<file path="config.mk">
export PLATFORM = sky130hd
export DESIGN_NAME = qupls_decode_ibuf
export DESIGN_NICKNAME = d
export VERILOG_FILES = /design/src/rtl/qupls_decode_ibuf_pkg.sv /design/src/rtl/qupls_decode_ibuf_erc.sv /design/src/rtl/qupls_decode_ibuf.sv
export SDC_FILE = /design/constraint.sdc
export NUM_CORES = 1
export LEC_CHECK = 0
export ABC_AREA = 0
export CAP_MARGIN = 20
export CORE_MARGIN = 2
export CORE_UTILIZATION = 55
export DETAILED_ROUTE_END_ITERATION = 16
export GPL_TIMING_DRIVEN = 1
export PLACE_DENSITY = 0.85
export SKIP_LAST_GASP = 1
export SLEW_MARGIN = 10
export SYNTH_ARGS = -nofsm -noshare
export SYNTH_HDL_FRONTEND = slang
export SYNTH_SLANG_ARGS = --single-unit
</file>
<file path="constraint.sdc">
create_clock -name clk -period 19.3 [get_ports clk]
set_clock_uncertainty 0.1 [all_clocks]
set_input_delay 2.895 -clock clk [delete_from_list [all_inputs] [get_ports clk]]
set_output_delay 2.895 -clock clk [all_outputs]
set_load 0.02 [all_outputs]
</file>
<file path="src/rtl/qupls_decode_ibuf_pkg.sv">
// rtl/qupls_decode_ibuf_pkg.sv - shared types and constants for the decode instruction buffer
package QuplsPkg;

    localparam int PCW_DEFAULT = 32;

    typedef struct packed {
        logic [40:0] payload;
        logic [6:0]  opcode;
    } instruction_t;

    localparam int INSTR_W = $bits(instruction_t);

    // Opcodes that must execute with the pipeline drained (execute-run-complete)
    localparam logic [6:0] OP_SYS   = 7'h07;
    localparam logic [6:0] OP_CSR   = 7'h0F;
    localparam logic [6:0] OP_RTE   = 7'h3F;
    localparam logic [6:0] OP_FENCE = 7'h7F;

    typedef enum logic [1:0] {
        RUN   = 2'd0,
        DRAIN = 2'd1,
        ISSUE = 2'd2,
        HOLD  = 2'd3
    } ibuf_state_t;

endpackage

</file>
<file path="src/rtl/qupls_decode_ibuf_erc.sv">
// rtl/qupls_decode_ibuf_erc.sv - classifies an opcode as ERC (serializing) class
module Qupls_decode_erc
    import QuplsPkg::*;
(
    input  logic [6:0] opcode,
    output logic       erc
);

    always_comb begin
        erc = 1'b0;
        case (opcode)
            OP_SYS, OP_CSR, OP_RTE, OP_FENCE: erc = 1'b1;
            default:                          erc = 1'b0;
        endcase
    end

endmodule

</file>
<file path="src/rtl/qupls_decode_ibuf.sv">
// rtl/qupls_decode_ibuf.sv - instruction queue ahead of decode with ERC serialization
module qupls_decode_ibuf
    import QuplsPkg::*;
#(
    parameter int DEPTH = 8,
    parameter int PCW   = 32
) (
    input  logic                      clk,
    input  logic                      rst,
    input  logic                      flush,
    input  logic                      in_valid,
    output logic                      in_ready,
    input  logic [INSTR_W-1:0]        in_instr,
    input  logic [PCW-1:0]            in_pc,
    output logic                      out_valid,
    input  logic                      out_ready,
    output logic [INSTR_W-1:0]        out_instr,
    output logic [PCW-1:0]            out_pc,
    output logic                      out_erc,
    input  logic                      pipe_empty,
    input  logic                      erc_done,
    output logic [$clog2(DEPTH):0]    count
);

    localparam int AW = $clog2(DEPTH);
    localparam int CW = AW + 1;

    logic [INSTR_W-1:0] mem_instr [DEPTH];
    logic [PCW-1:0]     mem_pc    [DEPTH];

    logic [AW-1:0]  rd_ptr;
    logic [AW-1:0]  wr_ptr;
    logic [CW-1:0]  count_q;
    ibuf_state_t    state;

    instruction_t   head_instr;
    logic           head_erc;
    logic           full;
    logic           empty;
    logic           push;
    logic           pop;

    assign full       = (count_q == CW'(DEPTH));
    assign empty      = (count_q == '0);
    assign in_ready   = !full;
    assign push       = in_valid & in_ready;
    assign pop        = out_valid & out_ready;
    assign count      = count_q;
    assign head_instr = instruction_t'(mem_instr[rd_ptr]);

    Qupls_decode_erc u_erc (
        .opcode (head_instr.opcode),
        .erc    (head_erc)
    );

    // Head fields are forced to zero while the queue is empty so outputs are clean out of reset
    assign out_instr = empty ? '0 : head_instr;
    assign out_pc    = empty ? '0 : mem_pc[rd_ptr];
    assign out_erc   = !empty & head_erc;

    always_comb begin
        out_valid = 1'b0;
        case (state)
            RUN:     out_valid = !empty & !head_erc;
            DRAIN:   out_valid = 1'b0;
            ISSUE:   out_valid = !empty;
            HOLD:    out_valid = 1'b0;
            default: out_valid = 1'b0;
        endcase
    end

    always_ff @(posedge clk) begin
        if (push && !flush && !rst) begin
            mem_instr[wr_ptr] <= in_instr;
            mem_pc[wr_ptr]    <= in_pc;
        end
    end

    always_ff @(posedge clk) begin
        if (rst || flush) begin
            rd_ptr  <= '0;
            wr_ptr  <= '0;
            count_q <= '0;
            state   <= RUN;
        end else begin
            if (push)
                wr_ptr <= wr_ptr + AW'(1);
            if (pop)
                rd_ptr <= rd_ptr + AW'(1);

            case ({push, pop})
                2'b10:   count_q <= count_q + CW'(1);
                2'b01:   count_q <= count_q - CW'(1);
                default: count_q <= count_q;
            endcase

            // ERC heads wait for older work to leave, issue alone, then block younger ones until commit
            case (state)
                RUN:     if (!empty && head_erc) state <= DRAIN;
                DRAIN:   if (pipe_empty)         state <= ISSUE;
                ISSUE:   if (pop)                state <= HOLD;
                HOLD:    if (erc_done)           state <= RUN;
                default:                         state <= RUN;
            endcase
        end
    end

endmodule

</file>
After elaboration in Yosys (flattened, before gate mapping)
Memory sizes are Yosys's and may differ from the RTL's. A register that Yosys moved wholly into a read port is not among the register bits.
Cells that the tools add are included.
Word-level totals
  memories kept: 2
  output and inout bits: 87
  bits in registers: 12
  RAM bits: 640
Memory list
  mem_instr: depth 8, bits a word 48, rd ports 1, clocked after Yosys merged registers in 1, wr ports 1, RTL line qupls_decode_ibuf.sv:28  | logic [INSTR_W-1:0] mem_instr [DEPTH];
  mem_pc: depth 8, bits a word 32, rd ports 1, clocked after Yosys merged registers in 1, wr ports 1, RTL line qupls_decode_ibuf.sv:29  | logic [PCW-1:0] mem_pc [DEPTH];
Operators by class
  bitwise gates (word level): 4
  equality and inequality tests: 14
  reductions and logical operators: 15
  mux-type cells: 16
  $add $sub $neg: 4
Operators by type and width (number)
  $mux 48: 1
  $mux 32: 1
  $mux 3: 4
  $mux 2: 4
  $ne 2x2->1 const B: 4
  $pmux 2 s4: 1
  $pmux 4 s2: 1
  $eq 7x3->1 const B: 1
  $eq 7x4->1 const B: 1
  $eq 7x6->1 const B: 1
  $eq 7x7->1 const B: 1
  $add 3x1->3 const B: 2
  $eq 2x2->1 const B: 3
  $logic_not 1->1: 5
  $add 4x1->4 const B: 1
  $and 1x1->1: 4
  $eq 2x1->1 const B: 2
  $eq 4x4->1 const B: 1
  $logic_not 4->1: 1
  $reduce_and 4->1: 1
  $reduce_or 4->1: 1
  $sub 4x1->4 const B: 1
  $logic_and 1x1->1: 3
  $mux 1: 3
  other kinds (5): 5

Longest topological paths before layout
  depth after elaboration: 9
  mapped depth: 15

Modules after synthesis
From an unflattened synthesis, not the netlist that was laid out.
Unflattened totals
  cell total of the unflattened synthesis: 1120
  area, all modules: 25185.4 um^2
Modules (own cells, without submodules)
  qupls_decode_ibuf: times used 1, sequential area each 19518.7 um^2, cells each 1116, area an instance 25164.1 um^2
  Qupls_decode_erc: times used 1, sequential area each 0.0 um^2, cells each 4, area an instance 21.3 um^2

Least setup slack after synthesis
Ideal clock, no wire load.
  kind: input to register
  start point: input flush
  end point: memory mem_instr[0][0] (netlist bit), enable pin
  stages on the path: 3
  arrival time: 8.977 ns
  path slack: 9.606 ns
  cell sequence: or2_2 -> or3_1 -> nor3_1
On the way
  longest elaborated chain between the ends: 5
RTL lines
  start, declared: RTL line qupls_decode_ibuf.sv:10  | input logic flush,
  $logic_not 1->1: RTL line qupls_decode_ibuf.sv:73  | if (push && !flush && !rst) begin
  $logic_and 1x1->1 (2 in a row): RTL line qupls_decode_ibuf.sv:73
  $mux 1: RTL line qupls_decode_ibuf.sv:73
  $mux 1 (implied by the code): RTL line qupls_decode_ibuf.sv:74  | mem_instr[wr_ptr] <= in_instr;
  end, declared: RTL line qupls_decode_ibuf.sv:28
Every way passes these cells.

==> impl_metrics.csv <==
group,metric,value,unit
outcome,outcome,"completed",
place,finalWeightedCongestion,0.723,
synth,synthAdderAreaFrac,0.578,%
floorplan,die_w,218,µm
worst_setup_path,criticalPathCategory,"flop to primary output",
global_routing,grt_max_degree,66,
worst_setup_path,crit_required,16310,ps
route,viasPerCell,5.93,
route,route.detailed.drc,0,
worst_setup_path,crit_fanout,50,
synth,synth_cell_type_count,38,
sta,finalSetupTns,0,ps
layout,stdcell_count,1980,
route,vias,11747,
synth,syn_inst,1124,
clock_network,clkSinkCount,655,
clock_network,clockRootBuffer,"clkbuf_16",
clock_network,h-tree-depth,3,
synth,yosys.area_share.xor_xnor,0.209,%
clock_network,numCtsBuffers,66,
worst_setup_path,crit_path_start_kind,"flop",
synth,yosys.area_share.simple,2.12,%
floorplan,dieArea,47400,µm²
route,drt_iter0_drc,983,
layout,syn_to_final_growth,17.9,%
power_and_ir_drop,power_density,97.2,nW/µm²
floorplan,coreArea,45200,µm²
floorplan,io_pins,174,
place,place_inst,1868,
sta,relSlewSlack,32.6,%
power_and_ir_drop,p_leak,8.95,nW
global_routing,gr-usage-met3,4.10,%
route,wire_per_inst,25.1,µm
global_routing,track_usage,21.5,%
floorplan,row_count,78,
sta,hold_violations,0,
global_routing,antenna_found_initial,1,
synth,synth_area_per_cell,22.3,µm²
synth,synthesis.nets,1222,
synth,ys_seq_area_share,77.8,%
global_routing,grt_pass1_wl,75.0,mm
clock_network,cts_tree,"yes",
sta,fin_crit_sh,38.4,%
synth,ys.flop_type,"edfxtp_1",
sta,finalSetupViolCount,0,
sta,tightest_slew,1010,ps
global_routing,grt_pass1_vias,12312,
floorplan,start_util,55.5,%
global_routing,gr-usage-met2,37.0,%
global_routing,gr-usage-met1,28.5,%
layout,nets,1434,
clock_network,cts.clk_slew.worst_paths,60,ps
sta,min_period,7410,ps
hold_path,min_path_type,"flop to flop",
synth,ys_seq_elements,655,
global_routing,globalRouteOverflowTotal,0,
floorplan,die_h,218,µm
synth,synthMuxAreaShare,17.6,%
synth,synth_compound_area_share,0.573,%
synth,ys.warnings.count,0,
sta,final-max-slew-violation-count,0,
clock_network,cts-resized-gates,0,
clock_network,postCtsSetupBuffers,0,
synth,synth_edf_count,640,
route,dr.pass1.iters,5,
clock_network,clk_path_buf_depth,3,
route,ant_nets,0,
synth,synthArstFlopShare,0,%
clock_network,clk_latency,570,ps
sta,rsz0062_at_grt,"no",
clock_network,cts_hold_buffers,0,
layout,drive_above_1_share,19.9,%
synth,syn_area,25100,µm²
place,dp.final_hpwl,25.4,mm
worst_setup_path,end_kind,"primary output",
worst_setup_path,cp.arrival,4410,ps
global_routing,busiest_layer,"met2",
place,port_buffers,173,
synth,synth_top_family_by_area,"multiplexers",
route,drt_wl_total,49.6,mm
power_and_ir_drop,vdd_drop_max,0.0996,mV
flow_run,cap_viol_max_count,0,
sta,fmax,135,MHz
==> cells in the final DEF, fill, tap and decap left out, types with 3 or more instances in the layout <==
cell type and count:
a21oi_1 6, buf_4 24, clkbuf_1 15, clkbuf_16 71, clkdlybuf4s50_1 173, clkinv_1 16
clkinv_2 4, dfxtp_1 12, dfxtp_4 3, edfxtp_1 640, ha_1 10, inv_1 9
mux2i_1 81, mux4_1 4, mux4_2 156, nand2_1 11, nand2b_1 3, nand3_1 5
nor2_1 93, nor2_4 6, nor3_1 3, xor2_1 5
==> cell type report <==
type | instances | area, µm²
Antenna cell | 1 | 2.50
Clock buffer | 86 | 1830
Clock inverter | 25 | 153
Fill cell | 2854 | 15600
Inverter | 9 | 33.8
Multi-Input combinational cell | 407 | 5370
Sequential cell | 655 | 19500
Tap cell | 600 | 751
Timing Repair Buffer | 197 | 1910
==> per-layer routing <==
metal / vias to the layer above / wire [µm]
li1: 5078 / -
met1: 6177 / 19800
met2: 426 / 25800
met3: 66 / 3200
met4: 0 / 824
met5: - / 0
==> stage by stage <==
stage                     utilization, %  area [µm²]  hold slack (ps)  total power [mW]  setup slack (ps)
final                               65.5       29600              387              2.88             11890
after global placement              61.1       27600              368              1.72             12430
after CTS                           65.5       29600              394              2.90             11740
after global routing                65.5       29600              412              2.97             11460
after detailed placement            61.1       27600              375              1.73             12370
after floorplan                        -       25100              355              1.66              9610
==> kinds of logic after synthesis <==
| family | Yosys count |
|---|---|
| flops | 655 |
| mux | 241 |
| simple gates | 131 |
| buf+inv | 62 |
| compound gates | 18 |
| fa+ha+maj | 11 |
| xor+xnor | 6 |
==> sequential cells by signal, indices dropped and copies added, names as in the netlist, named ones only <==
register,cells
count,4
state,2
mem_instr,384
rd_ptr,3
wr_ptr,3
mem_pc,256
==> report_power, final <==
| group | switching, mW | leakage, nW | internal, mW |
|---|---|---|---|
| registers | 0.00329 | 5.89 | 1.57 |
| clock network | 0.497 | 0.967 | 0.680 |
| logic | 0.0700 | 2.09 | 0.0569 |
| total | 0.571 | 8.95 | 2.31 |
==> critical path, stage by stage, from the launching register on <==
cell	delay, ps
dfxtp_4	650
buf_4	730
buf_4	890
mux4_2	610
mux2i_1	220
nor2_1	90
clkdlybuf4s50_1	570
==> Yosys cell counts (2+ instances only) <==
master / number / share of area (%)
mux2i_1: 81 / 3.2
mux4_1: 4 / 0.42
o21ai_0: 2 / 0.040
buf_1: 13 / 0.19
buf_2: 13 / 0.26
ha_1: 10 / 0.50
o21ai_1: 2 / 0.040
nand2b_1: 3 / 0.075
nand3_1: 5 / 0.10
or3_1: 2 / 0.050
mux4_2: 156 / 14
inv_1: 9 / 0.13
xor2_1: 5 / 0.17
nor3_1: 5 / 0.10
dfxtp_1: 15 / 1.2
a21oi_1: 6 / 0.12
nor2_1: 99 / 1.5
edfxtp_1: 640 / 77
clkbuf_1: 25 / 0.37
nand2_1: 11 / 0.16
==> worst paths after layout <==
path	start	endpoint	slack, ps	cells after the start
worst max-delay path	flop	out_pc[24]	11890	6
worst min-delay path	rd_ptr[2]	flop	390	2
worst min register to register	rd_ptr[2]	flop	390	2
worst max register to register	flop	count[3]	14730	14
Note: power is estimated with default switching activity, not from simulation.
